$ cat src/rtl/btn_debouncer.sv
// rtl/btn_debouncer.sv - pushbutton synchronizer, debounce FSM and press counter
// Defining BTN_AUTOREPEAT_EN adds auto-repeat pulses while the button stays held.
module btn_debouncer #(
    parameter int DEBOUNCE_CYCLES = 500000,
    parameter int REPEAT_DELAY    = 25000000,
    parameter int REPEAT_PERIOD   = 5000000
) (
    input  logic       clk_clk,
    input  logic       reset_reset,
    input  logic       btn_raw,
    output logic       btn_level,
    output logic       btn_press_pulse,
    output logic [7:0] press_count
);

    localparam logic [23:0] DEB_LAST = 24'(DEBOUNCE_CYCLES - 1);

    if (DEBOUNCE_CYCLES < 2 || DEBOUNCE_CYCLES > 16777215 ||
        REPEAT_DELAY < 1 || REPEAT_PERIOD < 1) begin : g_param_check
        $error("btn_debouncer: parameter out of range");
    end

    typedef enum logic [1:0] {
        IDLE,
        PRESS_WAIT,
        HELD,
        RELEASE_WAIT
    } state_t;

    state_t      state;
    logic [23:0] deb_cnt;
    logic        sync_meta;
    logic        sync_q;
    logic        btn_sync;
    logic        press_evt;

`ifdef BTN_AUTOREPEAT_EN
    localparam logic [31:0] DELAY_LAST  = 32'(REPEAT_DELAY - 1);
    localparam logic [31:0] PERIOD_LAST = 32'(REPEAT_PERIOD - 1);

    logic [31:0] rep_cnt;
    logic        rep_running;
`endif

    // The raw input is active-low, so the released state of the flops is 1.
    always_ff @(posedge clk_clk or posedge reset_reset) begin
        if (reset_reset) begin
            sync_meta <= 1'b1;
            sync_q    <= 1'b1;
        end else begin
            sync_meta <= btn_raw;
            sync_q    <= sync_meta;
        end
    end

    assign btn_sync = ~sync_q;

    // Outputs are decoded from the state one edge after it settles, giving
    // the DEBOUNCE_CYCLES+2 edge latency from the raw pin.
    always_ff @(posedge clk_clk or posedge reset_reset) begin
        if (reset_reset) begin
            state           <= IDLE;
            deb_cnt         <= '0;
            press_evt       <= 1'b0;
            btn_level       <= 1'b0;
            btn_press_pulse <= 1'b0;
            press_count     <= '0;
`ifdef BTN_AUTOREPEAT_EN
            rep_cnt         <= '0;
            rep_running     <= 1'b0;
`endif
        end else begin
            press_evt       <= 1'b0;
            btn_level       <= (state == HELD) || (state == RELEASE_WAIT);
            btn_press_pulse <= press_evt;
            press_count     <= press_count + {7'd0, btn_press_pulse};

            case (state)
                IDLE: begin
                    if (btn_sync) begin
                        state   <= PRESS_WAIT;
                        deb_cnt <= 24'd1;
                    end
                end
                PRESS_WAIT: begin
                    if (!btn_sync) begin
                        state   <= IDLE;
                        deb_cnt <= '0;
                    end else if (deb_cnt == DEB_LAST) begin
                        state     <= HELD;
                        deb_cnt   <= '0;
                        press_evt <= 1'b1;
                    end else begin
                        deb_cnt <= deb_cnt + 24'd1;
                    end
                end
                HELD: begin
                    if (!btn_sync) begin
                        state   <= RELEASE_WAIT;
                        deb_cnt <= 24'd1;
                    end
                end
                RELEASE_WAIT: begin
                    if (btn_sync) begin
                        state   <= HELD;
                        deb_cnt <= '0;
                    end else if (deb_cnt == DEB_LAST) begin
                        state   <= IDLE;
                        deb_cnt <= '0;
                    end else begin
                        deb_cnt <= deb_cnt + 24'd1;
                    end
                end
                default: begin
                    state   <= IDLE;
                    deb_cnt <= '0;
                end
            endcase

`ifdef BTN_AUTOREPEAT_EN
            // First repeat waits REPEAT_DELAY, later ones REPEAT_PERIOD.
            if (state == HELD && btn_sync) begin
                if (rep_cnt == (rep_running ? PERIOD_LAST : DELAY_LAST)) begin
                    rep_cnt     <= '0;
                    rep_running <= 1'b1;
                    press_evt   <= 1'b1;
                end else begin
                    rep_cnt <= rep_cnt + 32'd1;
                end
            end else begin
                rep_cnt     <= '0;
                rep_running <= 1'b0;
            end
`endif
        end
    end

endmodule

$ cat config.mk
export PLATFORM = sky130hd
export DESIGN_NAME = btn_debouncer
export DESIGN_NICKNAME = d
export VERILOG_FILES = /design/src/rtl/btn_debouncer.sv
export SDC_FILE = /design/constraint.sdc
export NUM_CORES = 1
export LEC_CHECK = 0
export ABC_AREA = 1
export CELL_PAD_IN_SITES_DETAIL_PLACEMENT = 0
export CELL_PAD_IN_SITES_GLOBAL_PLACEMENT = 1
export CORE_MARGIN = 4
export CORE_UTILIZATION = 48
export CTS_CLUSTER_SIZE = 20
export DETAILED_ROUTE_END_ITERATION = 8
export PLACE_DENSITY = 0.91
export SLEW_MARGIN = 0
export SYNTH_ARGS = -nofsm -noshare
export SYNTH_HDL_FRONTEND = slang
export SYNTH_SLANG_ARGS = --single-unit
$ cat constraint.sdc
create_clock -name clk_clk -period 4.8 [get_ports clk_clk]
set_clock_uncertainty 0.15 [all_clocks]
set_input_delay 1.2 -clock clk_clk [delete_from_list [all_inputs] [get_ports clk_clk]]
set_output_delay 1.2 -clock clk_clk [all_outputs]
set_load 0.005 [all_outputs]
==> results of run 1 <==
per-layer routing:
metal  track usage (%)  routed length (um)  vias up
li1                  -                   -      965
met1              24.2                2330      876
met2              28.4                2280       33
met3              3.86                 171        5
met4              6.76                  60        0
met5                 0                   0        -
where the power goes:
part	switching (mW)	leakage, nW	internal (mW)
combinational	0.124	0.564	0.0466
clock	0.115	0.0612	0.168
sequential	0.0235	0.531	0.350
total	0.263	1.16	0.565
registers in the layout (all words and copies together) (netlist names), named ones only:
name	cells
sync_q	1
btn_level	1
press_evt	1
state	1
sync_meta	1
deb_cnt	24
press_count	8
btn_press_pulse	1
final timing paths:
check,cells after the start,endpoint,slack (ns)
max,1,press_count[5],2.23
min,0,sync_q$_DFF_PP1_,0.21
max reg2reg,8,deb_cnt[7]$_DFFE_PP0P_,2.93
min reg2reg,0,sync_q$_DFF_PP1_,0.21
max in group asynchronous,3,sync_meta$_DFF_PP1_,2.97
min in group asynchronous,3,press_count[6]$_DFF_PP0_,1.17
final cells by class:
cell class,instances,area [um^2],area share (%)
Multi-Input combinational cell,213,1150,44.8
Sequential cell,39,978,38.0
Inverter,36,135,5.24
Timing Repair Buffer,13,128,4.95
Clock buffer,6,82.6,3.20
Tap cell,52,65.1,2.52
Clock inverter,2,35.0,1.36
cell usage in the layout, fill, tap and decap left out:
master / count
nand4_1: 9
nand2_2: 7
ha_1: 3
dfrtp_1: 37
dfstp_2: 2
nand3b_1: 2
nor2_4: 5
clkdlybuf4s50_1: 12
nand3_1: 13
bufinv_16: 1
a21oi_1: 5
xor2_1: 9
clkinv_2: 1
o21ai_0: 7
o21ai_1: 3
nor3_1: 4
buf_4: 1
inv_1: 31
inv_2: 5
o21bai_1: 2
a31oi_1: 1
nor2_2: 5
nor2_1: 31
nor2_8: 1
xnor2_1: 2
and2_4: 1
nand2_1: 85
nand3_2: 9
nand3_4: 1
nor3_2: 1
o21ai_2: 4
clkbuf_8: 6
o22ai_1: 3
metrics by stage:
step,util [%],total power [mW],cells,instance area (um^2),hold WS (ns)
detailed placement,55.0,0.555,353,2460,0.197
global route,57.6,0.876,361,2580,0.214
floorplan,-,0.509,292,2290,0.181
finish,57.6,0.828,361,2580,0.208
CTS,57.6,0.838,361,2580,0.208
global placement,55.0,0.551,353,2460,0.188
logic make-up (layout without fill, tap and decap cells):
kind of cell / after synthesis / after routing / share of synthesized area [%]
AO/OA/AOI/OAI: 25 / 25 / 6.55
XOR/XNOR: 11 / 11 / 4.20
adder cells (fa/ha/maj): 3 / 3 / 1.64
buffers and inverters: 40 / 57 / 6.99
flip-flops: 39 / 39 / 42.7
AND/OR/NAND/NOR: 174 / 174 / 37.9
==> summary.txt, run 1 <==
Final layout
  – Fillers: 413
  – Area growth syn-to-layout: 12.4%
  – Share of cells above drive strength 1: 16.2%
  – # diodes: 0
  – Final nets: 314

Setup path
  – Critical path's top delay family: buffers and inverters
  – Worst-path maximum fanout: 4
  – CP peak stage delay: 0.52 ns
  – Setup crit end kind: output pin
  – Type of the worst setup path: reg -> out
  – Slowest cell on crit path: clkdlybuf4s50_1
  – CP cell instances: clkdlybuf4s50_1
  – Crit path launch: press_count[5]$_DFF_PP0_
  – CP required: 3.45 ns
  – Arr. time, crit path: 1.22 ns
  – RR Startpoint: deb_cnt[0]$_DFFE_PP0P_
  – Startpoint types: flop
  – Buf/Inv on CP: 1

Placement
  – Setup Slack @ Placement: 2.55 ns
  – Hpwl dp: 3500 um
  – Placer Congestion: 0.830
  – PortBufs: 12

Power and ir drop
  – Peak supply drop: 0.000297 V
  – Power per standard cell area: 321 nW/um^2
  – Lkg Pwr: 1.16 nW

Logic synthesis
  – Number of flops mapped to enable cells by yosys: 0
  – Synthesized flop and latch total: 39
  – Yosys top cell area share: 40.4%
  – Post-Syn Instances: 292
  – Number of library cell types mapped by synthesis: 31
  – Synth async-reset ratio: 100%
  – YS warnings: 0
  – Top-count cell post-synth: nand2_1
  – Synth area leader: dfrtp_1
  – Area contributors post-synth: dfrtp_1 40%, nand2_1 14%, inv_1 5.1%, nor2_1 5.1%, nand3_2 3.9%
  – Top cells by count, synth: 85 x nand2_1, 37 x dfrtp_1, 31 x inv_1, 31 x nor2_1, 13 x nand3_1
  – Syn avg cell area: 7.85 um^2
  – Synth Flop Type: dfrtp_1
  – Net count after synthesis: 298
  – Sequential cell area fraction in the yosys report: 42.7%
  – Synth Cell Area: 2290 um^2

CTS
  – Insertion delay to the later sink of the worst-skew pair: 0.29 ns
  – CTS Root Cell: clkbuf_8
  – Post-cts gate resize count: 0
  – Number of post-CTS setup repair buffers: 0
  – CTS tree: built
  – # clock sinks: 39
  – Clock Path Buffers: 2
  – Htree depth: 2
  – Hold_buf cts: 0
  – CTS buffer count: 5
  – Clk pin slew, worst setup/hold paths: 0.08 ns

Floorplanning
  – Die H: 77.1 um
  – I/O pin cnt: 13
  – Initial Util: 51.2%
  – Row cnt: 24
  – Die W: 77.1 um
  – Die area: 5950 um^2
  – Core Box Area: 4470 um^2

STA
  – Final-report hold violation count: 0
  – Worst slew pin tran: 0.495 ns
  – RSZ-0062 raised after global routing: no
  – Max frequency: 0.390 GHz
  – Fin crit period: 2.57 ns
  – Max-slew violations: 0
  – Period utilization: 53.5%
  – Post-route setup slack: 2.23 ns
  – Setup violations, final: 0
  – TNS Setup: 0 ns
  – Rel. slew slack: 66.9%

GRT
  – Global Route Usage Sum: 18.0%
  – Vias in the first global route: 1,762
  – Antenna violations before repair: 0
  – Largest net degree at the start of global routing: 40
  – First-pass GRT wire length: 8400 um
  – Total gr overflow: 0

Route
  – Total wire length: 4840 um
  – DRC: 0
  – DR vias/cell: 5.20
  – Vias after detailed routing: 1,879
  – Routed len/inst: 13.4 um
  – Detail Route Antenna Nets: 0
  – First DRT Iteration DRCs: 85
  – Drt pass-1 iters: 6

Min path
  – Hold_sp: sync_meta$_DFF_PP1_
  – Hold Crit Class: reg -> reg

Status
  – Status: finished, final reports clean

Run
  – Max-Cap Viols: 0
(Power assumes the default switching activity.)
==> run 2, diff against run 1 <==
CORE_UTILIZATION = 40   (was 48)
PLACE_DENSITY = 0.81   (was 0.91)
clock period = 2.3 ns   (was 4.8 ns; I/O delays follow)
==> summary.txt, run 2 (synthesis results as in run 1) <==
Floorplanning
  – Die area: 7010 um^2
  – Die H: 83.7 um
  – Core Box Area: 5540 um^2
  – I/O pin cnt: 13
  – Initial Util: 41.4%
  – Row cnt: 27
  – Die W: 83.7 um

Final layout
  – Commonest non-fill, non-tap cell in the layout: nand2_1
  – Final non-filler cell total: 382
  – Top flop regs: deb_cnt x24, press_count x8
  – Post-route cell area: 2630 um^2
  – Area growth syn-to-layout: 14.6%
  – Reg with most FFs: deb_cnt
  – Most frequent cells in the layout: 85 x nand2_1, 37 x dfrtp_1, 31 x inv_1, 31 x nor2_1, 13 x nand3_1
  – Fillers: 547
  – Max FFs per register: 24
  – Final nets: 315
  – Share of cells above drive strength 1: 16.5%
  – # diodes: 0

Route
  – Routed len/inst: 12.4 um
  – Detail Route Antenna Nets: 0
  – Drt pass-1 iters: 4
  – DR vias/cell: 4.86
  – Vias after detailed routing: 1,858
  – First DRT Iteration DRCs: 68
  – Total wire length: 4730 um
  – DRC: 0

CTS
  – CTS buffer count: 5
  – # clock sinks: 39
  – Post-cts gate resize count: 0
  – Clk pin slew, worst setup/hold paths: 0.08 ns
  – Htree depth: 2
  – Hold_buf cts: 0
  – Insertion delay to the later sink of the worst-skew pair: 0.30 ns
  – Number of post-CTS setup repair buffers: 0
  – CTS Root Cell: clkbuf_8
  – CTS tree: built
  – Clock Path Buffers: 2

Placement
  – Placer Congestion: 0.820
  – Hpwl dp: 3620 um
  – Setup Slack @ Placement: 0.482 ns
  – Post-Place Cell Area: 2500 um^2
  – Cells after DPL: 374
  – PortBufs: 12

STA
  – Post-route setup slack: 0.354 ns
  – Final-report hold violation count: 0
  – Period utilization: 84.6%
  – Max frequency: 0.514 GHz
  – Setup violations, final: 0
  – Rel. slew slack: 70.2%
  – RSZ-0062 raised after global routing: no
  – TNS Setup: 0 ns
  – Fin crit period: 1.95 ns
  – Worst slew pin tran: 0.447 ns
  – Max-slew violations: 0

Power and ir drop
  – Sequential Power Share: 44.8%
  – Lkg Pwr: 1.17 nW
  – Power per standard cell area: 663 nW/um^2
  – Net Switching: 0.553 mW
  – Internal power: 1.19 mW
  – Comb pwr share: 20.1%
  – Sw Ratio: 31.8%
  – Clk pwr share: 35.1%
  – Peak supply drop: 0.000388 V

Min path
  – Hold Crit Class: reg -> reg

GRT
  – Total gr overflow: 0
  – Global Route Usage Sum: 14.9%
  – Vias in the first global route: 1,810
  – Antenna violations before repair: 0
  – Largest net degree at the start of global routing: 21
  – First-pass GRT wire length: 8520 um

Status
  – Status: finished, final reports clean

Setup path
  – Type of the worst setup path: reg -> out
  – Buf/Inv on CP: 1
  – Critical path's top delay family: buffers and inverters
  – Startpoint types: flop
  – Setup crit end kind: output pin
  – CP required: 1.57 ns
  – Worst-path maximum fanout: 4
  – Arr. time, crit path: 1.22 ns
  – CP peak stage delay: 0.52 ns
  – Slowest cell on crit path: clkdlybuf4s50_1
  – CP cell instances: clkdlybuf4s50_1

Run
  – Max-Cap Viols: 0
## run 2: cell types whose count changed in the layout (fill, tap and decap cells not counted)
cell	before	now
inv_6	0	1
buf_12	0	1
clkinv_2	1	0
## run 2: final timing paths
path	startpoint	end	slack [ns]	cells after the start
worst min register to register	sync_meta$_DFF_PP1_	sync_q$_DFF_PP1_	0.21	0
min in group asynchronous	reset_reset	press_count[7]$_DFF_PP0_	0.41	2
max in group asynchronous	reset_reset	sync_q$_DFF_PP1_	1.06	3
worst max register to register	deb_cnt[0]$_DFFE_PP0P_	deb_cnt[7]$_DFFE_PP0P_	0.48	8
worst max-delay path	press_count[2]$_DFF_PP0_	press_count[2]	0.35	1
worst min-delay path	sync_meta$_DFF_PP1_	sync_q$_DFF_PP1_	0.21	0
## run 2: power by group through the flow
stage	logic [mW]	clock network [mW]	registers [mW]
6_report	0.351	0.611	0.779
5_1_grt	0.410	0.664	0.791
4_1_cts	0.366	0.631	0.779
3_5_place_dp	0.364	0	0.792
3_3_place_gp	0.366	0	0.792
2_1_floorplan	0.281	0	0.782
## run 2: cell type report
class	count	area (um^2)	share of cell area, %
clock buffer	6	82.6	3.14
sequential	39	978	37.3
inverter	36	135	5.15
clock inverter	2	38.8	1.48
timing repair buffer	14	148	5.62
multi-input combinational	213	1150	43.9
tap	72	90.1	3.43
## run 2: through the flow
step	hold WS, ns	power, mW	utilization, %
2_1_floorplan	0.181	1.06	-
3_3_place_gp	0.187	1.16	45.2
3_5_place_dp	0.201	1.16	45.2
4_1_cts	0.214	1.78	47.4
5_1_grt	0.221	1.86	47.4
6_report	0.212	1.74	47.4
## run 2: routing by layer
metal	global-route usage, %	part of all wire [%]
met2	23.6	46
met3	3.26	3.0
met4	3.95	1.2
met5	0	0
met1	20.6	49
